**src/rtl/chunked_adder.sv**
```systemverilog
// Multi-cycle adder/subtractor: one CHUNK-bit carry-lookahead slice is reused
// LSB-first over WIDTH/CHUNK cycles, with the carry registered between chunks.
module chunked_adder #(
    parameter int WIDTH = 32,
    parameter int CHUNK = 4
) (
    input  logic             clk,
    input  logic             reset,
    input  logic             in_valid,
    output logic             in_ready,
    input  logic [WIDTH-1:0] a,
    input  logic [WIDTH-1:0] b,
    input  logic             sub,
    input  logic             carry_in,
    output logic             out_valid,
    input  logic             out_ready,
    output logic [WIDTH-1:0] sum,
    output logic             carry_out,
    output logic             overflow,
    output logic             zero,
    output logic [1:0]       o_dbg_state
);

    generate
        if (CHUNK < 1 || WIDTH < 1 || (WIDTH % CHUNK) != 0) begin : g_bad_params
            $error("chunked_adder: WIDTH must be a positive multiple of CHUNK (CHUNK >= 1)");
        end
    endgenerate

    localparam int NCHUNK = (CHUNK >= 1) ? (WIDTH / CHUNK) : 1;
    localparam int IDXW   = (NCHUNK > 1) ? $clog2(NCHUNK) : 1;
    localparam logic [IDXW-1:0] LAST_IDX = IDXW'(NCHUNK - 1);

    typedef enum logic [1:0] {
        S_IDLE = 2'd0,
        S_BUSY = 2'd1,
        S_DONE = 2'd2
    } state_t;

    state_t            r_state;
    state_t            w_state_next;

    logic [WIDTH-1:0]  r_a;
    logic [WIDTH-1:0]  r_b;
    logic              r_a_msb;
    logic              r_b_msb;
    logic              r_carry;
    logic [IDXW-1:0]   r_idx;
    logic [WIDTH-1:0]  r_sum;
    logic              r_carry_out;
    logic              r_overflow;
    logic              r_zero;

    logic [WIDTH-1:0]  w_b_eff;
    logic              w_c0;
    logic              w_last;
    logic [CHUNK-1:0]  w_p;
    logic [CHUNK-1:0]  w_g;
    logic [CHUNK:0]    w_c;
    logic [CHUNK-1:0]  w_chunk_sum;
    logic [WIDTH-1:0]  w_chunk_ext;
    logic [WIDTH-1:0]  w_sum_next;

    // Handshakes: a request transfers on a rising edge with in_valid && in_ready;
    // a result transfers on a rising edge with out_valid && out_ready.
    assign in_ready    = (r_state == S_IDLE);
    assign out_valid   = (r_state == S_DONE);
    assign o_dbg_state = r_state;

    assign w_b_eff = sub ? ~b : b;
    assign w_c0    = sub ? ~carry_in : carry_in;
    assign w_last  = (r_idx == LAST_IDX);

    // ------------------------------------------------------------------
    // Control FSM
    // ------------------------------------------------------------------
    always_ff @(posedge clk) begin
        if (reset) begin
            r_state <= S_IDLE;
        end else begin
            r_state <= w_state_next;
        end
    end

    always_comb begin
        w_state_next = r_state;
        case (r_state)
            S_IDLE: begin
                if (in_valid) begin
                    w_state_next = S_BUSY;
                end
            end
            S_BUSY: begin
                if (w_last) begin
                    w_state_next = S_DONE;
                end
            end
            S_DONE: begin
                if (out_ready) begin
                    w_state_next = S_IDLE;
                end
            end
            default: begin
                w_state_next = S_IDLE;
            end
        endcase
    end

    // ------------------------------------------------------------------
    // Carry-lookahead slice; operands are shifted so the active chunk
    // always sits in the low CHUNK bits.
    // ------------------------------------------------------------------
    assign w_p = r_a[CHUNK-1:0] ^ r_b[CHUNK-1:0];
    assign w_g = r_a[CHUNK-1:0] & r_b[CHUNK-1:0];

    always_comb begin : cla
        logic v_c;
        logic v_t;
        v_c    = 1'b0;
        v_t    = 1'b0;
        w_c    = '0;
        w_c[0] = r_carry;
        for (int i = 0; i < CHUNK; i++) begin
            v_c = r_carry;
            for (int k = 0; k <= i; k++) begin
                v_c = v_c & w_p[k];
            end
            for (int j = 0; j <= i; j++) begin
                v_t = w_g[j];
                for (int k = j + 1; k <= i; k++) begin
                    v_t = v_t & w_p[k];
                end
                v_c = v_c | v_t;
            end
            w_c[i+1] = v_c;
        end
    end

    assign w_chunk_sum = w_p ^ w_c[CHUNK-1:0];

    always_comb begin
        w_chunk_ext              = '0;
        w_chunk_ext[CHUNK-1:0]   = w_chunk_sum;
    end

    // Chunk results enter at the top and move down, so after the last chunk
    // chunk 0 lands in bits [CHUNK-1:0].
    assign w_sum_next = (r_sum >> CHUNK) | (w_chunk_ext << (WIDTH - CHUNK));

    // ------------------------------------------------------------------
    // Datapath
    // ------------------------------------------------------------------
    always_ff @(posedge clk) begin
        if (reset) begin
            r_a         <= '0;
            r_b         <= '0;
            r_a_msb     <= 1'b0;
            r_b_msb     <= 1'b0;
            r_carry     <= 1'b0;
            r_idx       <= '0;
            r_sum       <= '0;
            r_carry_out <= 1'b0;
            r_overflow  <= 1'b0;
            r_zero      <= 1'b0;
        end else begin
            case (r_state)
                S_IDLE: begin
                    if (in_valid) begin
                        r_a         <= a;
                        r_b         <= w_b_eff;
                        r_a_msb     <= a[WIDTH-1];
                        r_b_msb     <= w_b_eff[WIDTH-1];
                        r_carry     <= w_c0;
                        r_idx       <= '0;
                        r_sum       <= '0;
                        r_carry_out <= 1'b0;
                        r_overflow  <= 1'b0;
                        r_zero      <= 1'b0;
                    end
                end
                S_BUSY: begin
                    r_a     <= r_a >> CHUNK;
                    r_b     <= r_b >> CHUNK;
                    r_sum   <= w_sum_next;
                    r_carry <= w_c[CHUNK];
                    if (w_last) begin
                        r_carry_out <= w_c[CHUNK];
                        r_overflow  <= (r_a_msb == r_b_msb) && (w_sum_next[WIDTH-1] != r_a_msb);
                        r_zero      <= (w_sum_next == '0);
                    end else begin
                        r_idx <= r_idx + IDXW'(1);
                    end
                end
                default: begin
                end
            endcase
        end
    end

    assign sum       = r_sum;
    assign carry_out = r_carry_out;
    assign overflow  = r_overflow;
    assign zero      = r_zero;

endmodule

```
**config.mk**
```make
export PLATFORM = sky130hd
export DESIGN_NAME = chunked_adder
export DESIGN_NICKNAME = d
export VERILOG_FILES = /design/src/rtl/chunked_adder.sv
export SDC_FILE = /design/constraint.sdc
export NUM_CORES = 1
export LEC_CHECK = 0
export ABC_CLOCK_PERIOD_IN_PS = 2600
export CORE_MARGIN = 2
export CORE_UTILIZATION = 50
export CTS_CLUSTER_DIAMETER = 120
export DETAILED_ROUTE_END_ITERATION = 10
export PLACE_DENSITY = 0.84
export SYNTH_ARGS = -nofsm -noshare
export SYNTH_HDL_FRONTEND = slang
export SYNTH_SLANG_ARGS = --single-unit
```
**constraint.sdc**
```tcl
create_clock -name clk -period 2.6 [get_ports clk]
set_input_delay 0.52 -clock clk [delete_from_list [all_inputs] [get_ports clk]]
set_output_delay 0.52 -clock clk [all_outputs]
set_load 0.03 [all_outputs]
```
---- After elaboration in Yosys (flattened, before gate mapping) ----
Cells that the tools add are included.
word-level totals
  word-level logic and storage cells ...... 80
  input port bits ......................... 70
  flip-flop bits (word level) ............. 107
  output and inout bits ................... 39
cells by class
  mux-type cells .......................... 24
  equal/unequal tests ..................... 9
  $add $sub $neg .......................... 1
  reductions and logical operators ........ 9
  bitwise operators ....................... 26
operators with widths
  cell                                                 number
  one-hot mux 32 bit (2 select lines)                  3
  2-to-1 mux 32 bit                                    4
  zero test 32 bit                                     1
  NOT 32 bit                                           1
  bitwise OR 28 x 32 -> 32 bit                         1
  AND 1 bit                                            10
  bitwise OR 1 bit                                     10
  AND reduction 3 bit                                  3
  one-hot mux 1 bit (2 select lines)                   4
  bitwise XOR 4 bit                                    2
  2-to-1 mux 1 bit                                     6
  2-to-1 mux 2 bit                                     3
  2-to-1 mux 3 bit                                     2
  != test 2 bit, second input constant                 3
  one-hot mux 2 bit (3 select lines)                   1
  one-hot mux 3 bit (2 select lines)                   1
  AND 4 bit                                            1
  AND reduction 2 bit                                  2
  adder 3 x 1 -> 3 bit, second input constant          1
  equality test 3 bit, second input constant           1
  equality test 2 x 1 -> 1 bit, second input constant  1
  equality test 2 bit, second input constant           1
  zero test 2 bit                                      1
  != test 2 x 1 -> 1 bit, second input constant        1
  5 further kinds                                      5

---- Logic depth before layout (Yosys ltp) ----
  depth in word-level cells ............... 13
  mapped depth ............................ 8
  depth with buffers taken out ............ 6

---- Least setup slack after synthesis ----
No wires, ideal clock.
  path type ............................... reg2reg
  from .................................... reg r_a[0]
  to ...................................... reg r_overflow (netlist: overflow)
  library setup time ...................... 0.073 ns
  path buffers ............................ 0
  clock period less this slack ............ 1.947 ns
  arrival time ............................ 1.874 ns
  required time ........................... 2.527 ns
  cell stages (with the launch flop) ...... 7
  slack ................................... 0.653 ns
  cell sequence ........................... dfxtp_1 > ha_1 > ha_1 > o211a_1 > or3_4 > a2111o_1 > o211ai_2
between the ends
  cells in the longest elaborated chain, start to end .. 13
  elaborated cells on any way between the ends .. 16
  those cells by class .................... eq/ne (1); mux (2); bitwise (12); reduce/logical (1)
RTL lines
  element                               line  text
  start, declared                       43    logic [WIDTH-1:0] r_a;
  start signal, assigned                182   r_a <= r_a >> CHUNK;
  bitwise XOR 4 bit                     113   assign w_p = r_a[CHUNK-1:0] ^ r_b[CHUNK-1:0];
  AND 1 bit (3 in series)               126   v_c = v_c & w_p[k];
  bitwise OR 1 bit * (3 in series)      133   v_c = v_c | v_t;
  bitwise XOR 4 bit *                   139   assign w_chunk_sum = w_p ^ w_c[CHUNK-1:0];
  bitwise OR 28 x 32 -> 32 bit *        148   assign w_sum_next = (r_sum >> CHUNK) | (w_chunk_ext << (WIDTH - CHUNK));
  != test 1 bit *                       188   r_overflow <= (r_a_msb == r_b_msb) && (w_sum_next[WIDTH-1] != r_a_msb);
  logical AND 1 bit *                   188
  2-to-1 mux 1 bit *                    186   if (w_last) begin
  one-hot mux 1 bit (2 select lines) *  166   case (r_state)
  end signal, assigned                  188
  end, declared                         51    logic r_overflow;
Every way passes the cells marked *; elsewhere a longest branch is shown, timed or not. The select of a mux whose other input is x is not followed.
A chain may end at the register's enable or synchronous reset.

---- Worst setup path after layout ----
  from .................................... reg r_state[1] (netlist: o_dbg_state[1])
  to ...................................... out out_valid
between the ends
  cells in the longest elaborated chain, start to end .. 1
RTL lines
  element                 line  text
  start, declared         40    state_t r_state;
  start signal, assigned  81    r_state <= w_state_next;
  equality test 2 bit     67    assign out_valid = (r_state == S_DONE);
  end, declared           15    output logic out_valid,
No other way between the ends.

==> impl_metrics.json <==
{
  "grt_pass1_wl_um": 18100,
  "r2r_cells": 6,
  "grt_max_degree": 60,
  "drtIter0Drc": 346,
  "async_reset_ff_share_pct": 0,
  "synthesis.nets": 559,
  "viasPerCell": 5.90,
  "setup_ws_ns": 0.134,
  "min_to": "r_b_msb",
  "slowest_stage": "clkdlybuf4s50_1",
  "rsz0062_at_grt": "no",
  "synth-edff-count": 0,
  "status": "finished, final reports clean",
  "drc": 0,
  "min-delay-start": "r_b_msb",
  "rows": 34,
  "netlist_top_cells_count": "dfxtp_1 (107), nor2_1 (103), a22oi_1 (39)",
  "power_switching_mw": 0.914,
  "synthCells": 481,
  "cts.clk_slew.worst_paths_ns": 0.10,
  "ys_ff_latch": 107,
  "worst-path-buf-inv": 1,
  "worst_pin_slew_ns": 0.575,
  "die-height_um": 99.8,
  "fin_nets": 645,
  "die_w_um": 99.8,
  "hold_viol": 0,
  "required_ns": 2.08,
  "swShare_pct": 26.1,
  "hpwl_um": 7840,
  "yosysWarnings": 0,
  "grt.total_usage_pct": 22.1,
  "io_pins": 109,
  "cts-root-buf": "clkbuf_8",
  "crit_path_end_kind": "output pin",
  "avgSynthCellArea_um2": 9.54,
  "critical_path.cell_chain": "nor2b_1 -> clkdlybuf4s50_1",
  "start_util_pct": 52.1,
  "cts_made_buffers": 9,
  "grt_overflow": 0,
  "cts_sinks": 107,
  "worstSkewPairLatency_ns": 0.36,
  "finalWirelength_um": 11100,
  "clock-skew-final_ns": 0.0126,
  "hold_ws_ns": 0.479,
  "max-cap-violations": 0,
  "p_seq_share_pct": 51.2,
  "synth_top_area_share_pct": 46.7,
  "max_freq_mhz": 406,
  "start_kind": "flip-flop",
  "antenna_found_initial": 0,
  "setup_viol": 0,
  "area_growth_syn_to_layout_pct": 29.8,
  "cp.arrival_ns": 1.95,
  "synth_area_leaders": "dfxtp_1 (47%), nor2_1 (8.4%), mux2i_1 (6.5%)",
  "nFillCells": 651,
  "post-cts-setup-buffers": 0,
  "syn_area_mm2": 0.00459,
  "firstDrtPassIters": 7,
  "pwr-share-clk_pct": 33.0,
  "synth_cell_type_count": 38,
  "synth-seq-area-share_pct": 46.7,
  "io_buffers": 108,
  "dieArea_mm2": 0.00996,
  "comb_power_share_pct": 15.8,
  "ys_dominant_reg_cell": "dfxtp_1",
  "crit_path_max_fanout": 10,
  "yosysTopAreaCell": "dfxtp_1",
  "clockBufferDepth": 2,
  "fin_crit_ns": 2.47,
  "yosysMostFrequentCell": "dfxtp_1",
  "max_stage_delay_ns": 0.70,
  "relSlewSlack_pct": 61.7,
  "cts_tree": "built",
  "slew_viol_final": 0,
  "total_leakage_power_nw": 2.33,
  "r2r_start": "r_b[0]",
  "hold_path_class": "flip-flop to flip-flop",
  "place.gp.congestion": 0.767,
  "holdPathStages": 2,
  "grt_pass1_vias": 3810,
  "cts_resized": 0,
  "power.density_mw_per_mm2": 587,
  "drive_above_1_share_pct": 6.64,
  "p_int_mw": 2.58,
  "cts_htree_levels": 3,
  "dp_slack_ns": 0.281,
  "ant_nets": 0,
  "fp.coreArea_mm2": 0.00881,
  "critical_path.top_delay_family": "buffers and inverters",
  "ir_drop_v": 0.000333,
  "rrSetupSlack_ns": 0.50,
  "crit_type": "flip-flop to output pin",
  "cts_hold_buf": 0,
  "setup_tns_ns": 0,
  "finalCritPeriodShare_pct": 94.8,
  "post_drt_wl_per_cell_um": 16.4,
  "timing.rr.end": "overflow",
  "dr_total_vias": 4009,
  "n_antenna_cell": 0
}
-- layer usage --
metal | track usage [%] | routed length [µm]
met4 | 8.64 | 293
met1 | 27.8 | 4760
met3 | 3.20 | 626
met5 | 0 | 0
met2 | 38.2 | 5450
-- how the worst max path moves through the flow --
stage | from | to | cells after the start
floorplan | r_a[0] | overflow | 6
global placement | in_valid | r_b[25] | 6
detailed placement | in_valid | r_b[20] | 6
CTS | o_dbg_state[1] | out_valid | 2
global route | o_dbg_state[1] | out_valid | 2
finish | o_dbg_state[1] | out_valid | 2
-- area by class of cell --
type	count	area (µm²)	area share, %
Clock inverter	6	96.3	1.62
Inverter	1	3.75	0.0630
Multi-Input combinational cell	327	2240	37.7
Sequential cell	107	2140	36.0
Tap cell	108	135	2.27
Timing Repair Buffer	121	1200	20.1
Clock buffer	10	138	2.31
-- placed cells by master, fill, tap and decap left out, types with 7 or more instances in the layout --
| master | Yosys | layout |
|---|---|---|
| clkbuf_8 | 0 | 10 |
| clkdlybuf4s50_1 | 0 | 106 |
| nor4_1 | 7 | 7 |
| nand2_1 | 13 | 13 |
| a222oi_1 | 28 | 28 |
| ha_1 | 7 | 7 |
| xor2_1 | 34 | 34 |
| nor2_1 | 103 | 102 |
| a211oi_1 | 30 | 30 |
| mux2i_1 | 30 | 30 |
| dfxtp_1 | 107 | 107 |
| buf_4 | 6 | 12 |
| a21oi_1 | 7 | 7 |
| a22oi_1 | 39 | 39 |
-- power by group through the flow --
stage          Clock (mW)  Sequential [mW]  Combinational (mW)
2_1_floorplan           0             1.82               0.343
3_3_place_gp            0             1.82               0.526
3_5_place_dp            0             1.83               0.548
4_1_cts              1.17             1.79               0.551
5_1_grt              1.23             1.80               0.598
6_report             1.16             1.79               0.551
-- through the flow --
step | utilization (%) | instances | power, mW | instance area [µm²]
2_1_floorplan | - | 481 | 2.16 | 4590
5_1_grt | 67.6 | 680 | 3.63 | 5950
3_5_place_dp | 65.0 | 664 | 2.37 | 5720
6_report | 67.6 | 680 | 3.50 | 5950
4_1_cts | 67.6 | 680 | 3.51 | 5950
3_3_place_gp | 65.0 | 664 | 2.35 | 5720
-- kinds of logic (layout without fill, tap and decap cells) --
| kind of cell | after synthesis | in the layout | share of synthesized area [%] |
|---|---|---|---|
| AOI/OAI and AO/OA | 115 | 115 | 20.2 |
| xor gates and xnor gates | 34 | 34 | 6.49 |
| adders and majority gates | 8 | 8 | 2.35 |
| buffers and inverters | 47 | 138 | 4.83 |
| DFF | 107 | 107 | 46.7 |
| muxes | 30 | 30 | 6.55 |
| and+or+nand+nor | 140 | 140 | 12.9 |
-- registers in the layout, indices dropped and copies added (netlist names) --
| register | count |
|---|---|
| carry_out | 1 |
| sum | 32 |
| r_b_msb | 1 |
| r_a_msb | 1 |
| r_carry | 1 |
| r_b | 32 |
| r_a | 32 |
| zero | 1 |
| o_dbg_state | 2 |
| overflow | 1 |
| r_idx | 3 |
-- worst min-delay path, cell delays in order (launching register included) --
cell and delay (ns):
dfxtp_1 0.33, nand2_1 0.05, a21oi_1 0.05
Note: power is estimated with default switching activity, not from simulation.
